File: src/rtl/ece331_lab2.sv
// ece331_lab2 -- single-cycle RISC-V style datapath slice.
//
// Holds a 32 x 32-bit register file (x0 hard-wired to zero), an ALU with
// R/I-type decode, and a 32 x 32-bit word-addressed data memory.  Register
// and memory writes commit on the rising clock edge; all reads, the ALU and
// the status flags are combinational.
//
// Ports:
//   clk, reset          rising-edge clock, synchronous active-high reset
//   write               global register-file write enable
//   rs1, rs2, rd        source / destination register indices
//   RegWrite            writeback enable
//   ALUSrc              operand B select: 0 = reg[rs2], 1 = sign-extended imm
//   PCSrc               branch instruction flag
//   MemRead, MemWrite   data-memory read / write enables
//   MemToReg            writeback select: 0 = ALU result, 1 = memory data
//   ALUOp0, ALUOp1      ALU op class: 00 add, 01 sub, 10 R-type, 11 I-type
//   func3, func5        funct3 / funct7 fields
//   imm                 12-bit signed immediate
//   data                status: [0] ALU zero, [1] branch taken
//   rv1, rv2            reg[rs1], reg[rs2]
module ece331_lab2 (
  input  logic        clk,
  input  logic        reset,
  input  logic        write,
  input  logic [4:0]  rs1,
  input  logic [4:0]  rs2,
  input  logic [4:0]  rd,
  input  logic        RegWrite,
  input  logic        ALUSrc,
  input  logic        PCSrc,
  input  logic        MemRead,
  input  logic        MemWrite,
  input  logic        MemToReg,
  input  logic        ALUOp0,
  input  logic        ALUOp1,
  input  logic [2:0]  func3,
  input  logic [6:0]  func5,
  input  logic [11:0] imm,
  output logic [1:0]  data,
  output logic [31:0] rv1,
  output logic [31:0] rv2
);

  typedef enum logic [3:0] {
    ALU_ADD,
    ALU_SUB,
    ALU_SLL,
    ALU_SLT,
    ALU_SLTU,
    ALU_XOR,
    ALU_SRL,
    ALU_SRA,
    ALU_OR,
    ALU_AND
  } alu_op_e;

  logic [31:0] regs [32];
  logic [31:0] mem  [32];

  alu_op_e     alu_op;
  logic [31:0] op_a;
  logic [31:0] op_b;
  logic [4:0]  shamt;
  logic [31:0] alu_result;
  logic        zero;
  logic [4:0]  mem_addr;
  logic [31:0] mem_rdata;
  logic [31:0] wb_value;

  // Only func5[5] carries meaning for this ALU.
  logic unused_func5;
  assign unused_func5 = ^{func5[6], func5[4:0]};

  // Register reads; x0 is forced to zero so it never depends on storage.
  assign rv1 = (rs1 == 5'd0) ? '0 : regs[rs1];
  assign rv2 = (rs2 == 5'd0) ? '0 : regs[rs2];

  assign op_a  = rv1;
  assign op_b  = ALUSrc ? {{20{imm[11]}}, imm} : rv2;
  assign shamt = op_b[4:0];

  // R-type honours func5[5] for add/sub and srl/sra; I-type only for
  // srl/sra, since addi has no subtract form.
  always_comb begin
    alu_op = ALU_ADD;
    case ({ALUOp1, ALUOp0})
      2'b00: alu_op = ALU_ADD;
      2'b01: alu_op = ALU_SUB;
      default: begin
        case (func3)
          3'b000: alu_op = (func5[5] && !ALUOp0) ? ALU_SUB : ALU_ADD;
          3'b001: alu_op = ALU_SLL;
          3'b010: alu_op = ALU_SLT;
          3'b011: alu_op = ALU_SLTU;
          3'b100: alu_op = ALU_XOR;
          3'b101: alu_op = func5[5] ? ALU_SRA : ALU_SRL;
          3'b110: alu_op = ALU_OR;
          default: alu_op = ALU_AND;
        endcase
      end
    endcase
  end

  always_comb begin
    alu_result = '0;
    case (alu_op)
      ALU_ADD:  alu_result = op_a + op_b;
      ALU_SUB:  alu_result = op_a - op_b;
      ALU_SLL:  alu_result = op_a << shamt;
      ALU_SLT:  alu_result = {31'b0, ($signed(op_a) < $signed(op_b))};
      ALU_SLTU: alu_result = {31'b0, (op_a < op_b)};
      ALU_XOR:  alu_result = op_a ^ op_b;
      ALU_SRL:  alu_result = op_a >> shamt;
      ALU_SRA:  alu_result = $signed(op_a) >>> shamt;
      ALU_OR:   alu_result = op_a | op_b;
      ALU_AND:  alu_result = op_a & op_b;
      default:  alu_result = '0;
    endcase
  end

  assign zero = (alu_result == '0);
  assign data = {PCSrc & zero, zero};

  // Word address; byte offset and upper bits are dropped so it wraps.
  assign mem_addr  = alu_result[6:2];
  assign mem_rdata = MemRead ? mem[mem_addr] : '0;
  assign wb_value  = MemToReg ? mem_rdata : alu_result;

  // Both writes sample pre-edge values, so a store and a register write
  // in the same cycle never see each other's result.
  always_ff @(posedge clk) begin
    if (reset) begin
      for (int unsigned i = 0; i < 32; i++) begin
        regs[5'(i)] <= '0;
        mem[5'(i)]  <= '0;
      end
    end else begin
      if (MemWrite)
        mem[mem_addr] <= rv2;
      if (write && RegWrite && (rd != 5'd0))
        regs[rd] <= wb_value;
    end
  end

endmodule

File: config.mk
export PLATFORM = sky130hd
export DESIGN_NAME = ece331_lab2
export DESIGN_NICKNAME = d
export VERILOG_FILES = /design/src/rtl/ece331_lab2.sv
export SDC_FILE = /design/constraint.sdc
export NUM_CORES = 2
export LEC_CHECK = 0
export ABC_AREA = 1
export CAP_MARGIN = 15
export CELL_PAD_IN_SITES_DETAIL_PLACEMENT = 2
export CELL_PAD_IN_SITES_GLOBAL_PLACEMENT = 2
export CORE_MARGIN = 2
export CORE_UTILIZATION = 43
export DETAILED_ROUTE_END_ITERATION = 12
export HOLD_SLACK_MARGIN = 0.1
export PLACE_DENSITY_LB_ADDON = 0.1
export SYNTH_ARGS = -nofsm -noshare
export SYNTH_HDL_FRONTEND = slang
export SYNTH_SLANG_ARGS = --single-unit
File: constraint.sdc
create_clock -name clk -period 12.9 [get_ports clk]
set_input_delay 1.29 -clock clk [delete_from_list [all_inputs] [get_ports clk]]
set_output_delay 1.29 -clock clk [all_outputs]
set_load 0.05 [all_outputs]
==> qor.txt <==
Ratio of final minimum period to clock period: 0.872
Tightest hold margin: 1080 ps
Nets: 13063
FF+latch count, synth: 2048
Count of pins over their slew limit: 0
Buffer levels on the longest clock path: 3
Critical Path Start Type: input pin
Maximum clock rate: 88.9 MHz
Part of the power in registers: 0.382
Count of vias placed by the detailed router: 111268
Global-route wire length before repair: 867000 um
Fillers: 28220
Share of power burned in combinational logic: 0.296
Routed WL: 623000 um
Net switching share of the total power: 0.393
DR DRC count: 0
Via count of the first global-routing pass: 116505
Cell with the largest stage delay on the worst path: sky130_fd_sc_hd__o21ai_0
Post-Syn Area: 113000 um2
Setup repair bufs after CTS: 0
I/O pin count: 114
Total track usage: 0.458
Slew headroom: 0.0929
Number of violations reported at the end of detailed-routing iteration 0: 14453
Resized Gates After CTS: 0
DR vias/cell: 6.69
Remaining antenna violation count after routing: 0
Finished Layout Cells: 16636
Clock group share of total power: 0.322
Classification of the worst setup path: input pin to primary output
Maximum vdd ir drop: 0.150 mV
DP Wirelength: 379000 um
Number of warning messages in the yosys log: 0
Floorplan die area: 266000 um2
Fraction of layout cells with a size suffix above 1: 0.0729
Initial Utilization: 0.431
Initial antenna violation count: 47
CTS tree: built
Most numerous cell on the critical path: sky130_fd_sc_hd__o21ai_0
Overflow left after global routing: 0
Cell Pwr Density: 163 nW/um2
Min cycle time layout: 11250 ps
Mean Syn Cell Area: 8.47 um2
Top flip-flop cell by instance count after synthesis: sky130_fd_sc_hd__edfxtp_1
Number of rows created at floorplan: 188
Core ar.: 262000 um2
Proportion of synthesized chip area in sequential cells: 0.545
Pin count of the biggest net entering global routing: 190
Relative area change from synthesis to final layout: 10.5%
TritonCTS buffer count: 230
Final Hold Fails: 0
Required time at the endpoint of the critical path: 11610 ps
Max-capacitance violation count: 0
Arr. time, crit path: 9960 ps
Critical Path Fanout Max: 84
Nature of the critical path endpoint: primary output
Number of enable flip-flop cells after synthesis: 2048
Count of unique library cells instantiated by Yosys: 65
Path type of the worst min-delay path: input pin to flop
Clock transition at path regs: 60 ps
Leading post-synthesis cells by cell area: sky130_fd_sc_hd__edfxtp_1 55%, sky130_fd_sc_hd__nand2_1 8.2%, sky130_fd_sc_hd__nor2_1 7.6%
Count of hold buffers inserted by post-cts repair: 0
RSZ-0062 raised after global routing: false
Share of the synthesized area in the top cell type: 0.545
First-pass detailed-route iteration total: 6
Outcome: finished, final reports clean
Clock Sinks: 2048
Post-synthesis async set-or-reset flop share: 0
Clock root buffer master: sky130_fd_sc_hd__clkbuf_16
Die extent in x: 516 um
Worst Tran Pin Value: 1360 ps
Clock Latency Late Sink: 960 ps
Synthesized instance count: 13312
CTS HTree Levels: 4
Wire per inst: 37.4 um
Total placed cells including tap cells: 16191
Final total negative setup slack: 0 ps
Leakage dissipation: 48.8 nW
Height of the die: 516 um
# port buffers: 107
Stage delay of the slowest cell on the critical path: 890 ps
Power Total: 20.4 mW
Cell internal power dissipation: 12.4 mW
Weighted congestion reported at the end of routability-driven placement: 0.957
Final worst clock skew: 94.1 ps
Cell type contributing the most total cell area after synthesis: sky130_fd_sc_hd__edfxtp_1
Switch Pwr: 8.00 mW
Final Setup Violations: 0
[power groups by stage]
stage	clock network, mW	registers, mW	logic, mW
final	6.57	7.77	6.03
after global routing	6.77	7.79	6.22
after CTS	6.55	7.76	5.77
after detailed placement	0	7.89	5.63
after global placement	0	7.86	5.41
after floorplan	0	7.84	3.13
[worst max-delay path, delay by kind of cell]
kind	cells	cell delay, ps
adder cells (fa/ha/maj)	1	380
buffers and inverters	7	1940
AND/OR/NAND/NOR	11	2020
AO/OA/AOI/OAI	10	4100
[Yosys cell counts (4+ instances only)]
cell type,n
sky130_fd_sc_hd__nand4_1,42
sky130_fd_sc_hd__clkinv_1,4
sky130_fd_sc_hd__a31oi_1,19
sky130_fd_sc_hd__o31ai_1,6
sky130_fd_sc_hd__ha_1,97
sky130_fd_sc_hd__o21ai_0,1456
sky130_fd_sc_hd__nor3_1,30
sky130_fd_sc_hd__a211oi_1,8
sky130_fd_sc_hd__nand2_1,2468
sky130_fd_sc_hd__buf_2,364
sky130_fd_sc_hd__a21oi_1,1322
sky130_fd_sc_hd__nand3b_1,29
sky130_fd_sc_hd__o22ai_1,70
sky130_fd_sc_hd__nand2_2,6
sky130_fd_sc_hd__nand3_1,658
sky130_fd_sc_hd__o21ai_1,105
sky130_fd_sc_hd__buf_4,56
sky130_fd_sc_hd__inv_2,13
sky130_fd_sc_hd__buf_6,10
sky130_fd_sc_hd__mux2i_1,31
sky130_fd_sc_hd__o21a_1,6
sky130_fd_sc_hd__xor2_1,7
sky130_fd_sc_hd__nand3_2,7
sky130_fd_sc_hd__inv_1,920
sky130_fd_sc_hd__a221oi_1,15
sky130_fd_sc_hd__and3_1,4
sky130_fd_sc_hd__nor2_1,2276
sky130_fd_sc_hd__o21ai_2,4
sky130_fd_sc_hd__o211ai_1,143
sky130_fd_sc_hd__clkbuf_1,716
sky130_fd_sc_hd__nor4_1,5
sky130_fd_sc_hd__buf_1,43
sky130_fd_sc_hd__nor2_2,9
sky130_fd_sc_hd__o21bai_1,5
sky130_fd_sc_hd__edfxtp_1,2048
sky130_fd_sc_hd__o221ai_1,222
sky130_fd_sc_hd__or2_2,48
[through the flow]
stage | setup WS (ps) | util | area [um2]
after floorplan | 4520 | - | 113000
after global placement | 1950 | 0.448 | 117000
after detailed placement | 1980 | 0.448 | 117000
after CTS | 2180 | 0.476 | 124000
after global routing | 1460 | 0.476 | 125000
final | 1650 | 0.476 | 125000
[kinds of logic after synthesis]
kind of cell / share of synthesized area
fa+ha+maj: 0.0111
buf+inv: 0.0775
mux: 0.00275
xor+xnor: 0.000544
flops: 0.545
simple gates: 0.198
compound gates: 0.164
other cells: 0.0000332
[registers in the layout (all words and copies together), names as in the netlist]
signal,count
regs,1024
mem,1024
[path summary, 6_finish.rpt]
check	slack [ps]	end	from	depth (start not counted)
hold / removal	1080	regs[0][0]$_SDFFCE_PN0P_	reset	1
setup / recovery	1650	data[1]	rs2[1]	29
hold reg to reg	1250	regs[24][7]$_SDFFCE_PN0P_	mem[6][7]$_SDFFCE_PN0P_	7
setup reg to reg	3860	mem[15][6]$_SDFFCE_PN0P_	regs[17][1]$_SDFFCE_PN0P_	32
[cell type report]
class / count / area (um2) / area share
diodes: 16 / 40.0 / 0.000321
clock buffers: 301 / 6020 / 0.0483
clock inverters: 120 / 1130 / 0.00908
inverters: 938 / 3580 / 0.0287
multi-input cells: 9165 / 43200 / 0.347
flip-flops and latches: 2048 / 61500 / 0.494
well taps: 3515 / 4400 / 0.0353
repair buffers: 533 / 4740 / 0.0380
[cell usage in the layout (no fill, tap or decap), types with 26 or more instances in the layout]
master                            instances
sky130_fd_sc_hd__nand2_1               2409
sky130_fd_sc_hd__nor2_1                2270
sky130_fd_sc_hd__edfxtp_1              2048
sky130_fd_sc_hd__o21ai_0               1443
sky130_fd_sc_hd__a21oi_1               1322
sky130_fd_sc_hd__inv_1                  913
sky130_fd_sc_hd__nand3_1                625
sky130_fd_sc_hd__buf_4                  394
sky130_fd_sc_hd__clkbuf_16              230
sky130_fd_sc_hd__o221ai_1               222
sky130_fd_sc_hd__o211ai_1               143
sky130_fd_sc_hd__o21ai_1                105
sky130_fd_sc_hd__ha_1                    97
sky130_fd_sc_hd__clkdlybuf4s50_1         93
sky130_fd_sc_hd__clkbuf_1                71
sky130_fd_sc_hd__o22ai_1                 70
sky130_fd_sc_hd__nand2_2                 61
sky130_fd_sc_hd__clkinv_1                54
sky130_fd_sc_hd__or2_2                   48
sky130_fd_sc_hd__nand4_1                 42
sky130_fd_sc_hd__clkinv_2                38
sky130_fd_sc_hd__conb_1                  32
sky130_fd_sc_hd__mux2i_1                 31
sky130_fd_sc_hd__nor3_1                  30
sky130_fd_sc_hd__nand3_2                 30
sky130_fd_sc_hd__nand3b_1                29
sky130_fd_sc_hd__buf_12                  26
[routing by layer]
layer | vias to the layer above | track usage | share of wire
met3 | 2599 | 0.115 | 0.11
met2 | 7189 | 0.697 | 0.44
met1 | 56942 | 0.546 | 0.35
met4 | 38 | 0.383 | 0.10
met5 | - | 0 | 0.00043
li1 | 44500 | - | -
Note: power is estimated with default switching activity, not from simulation.
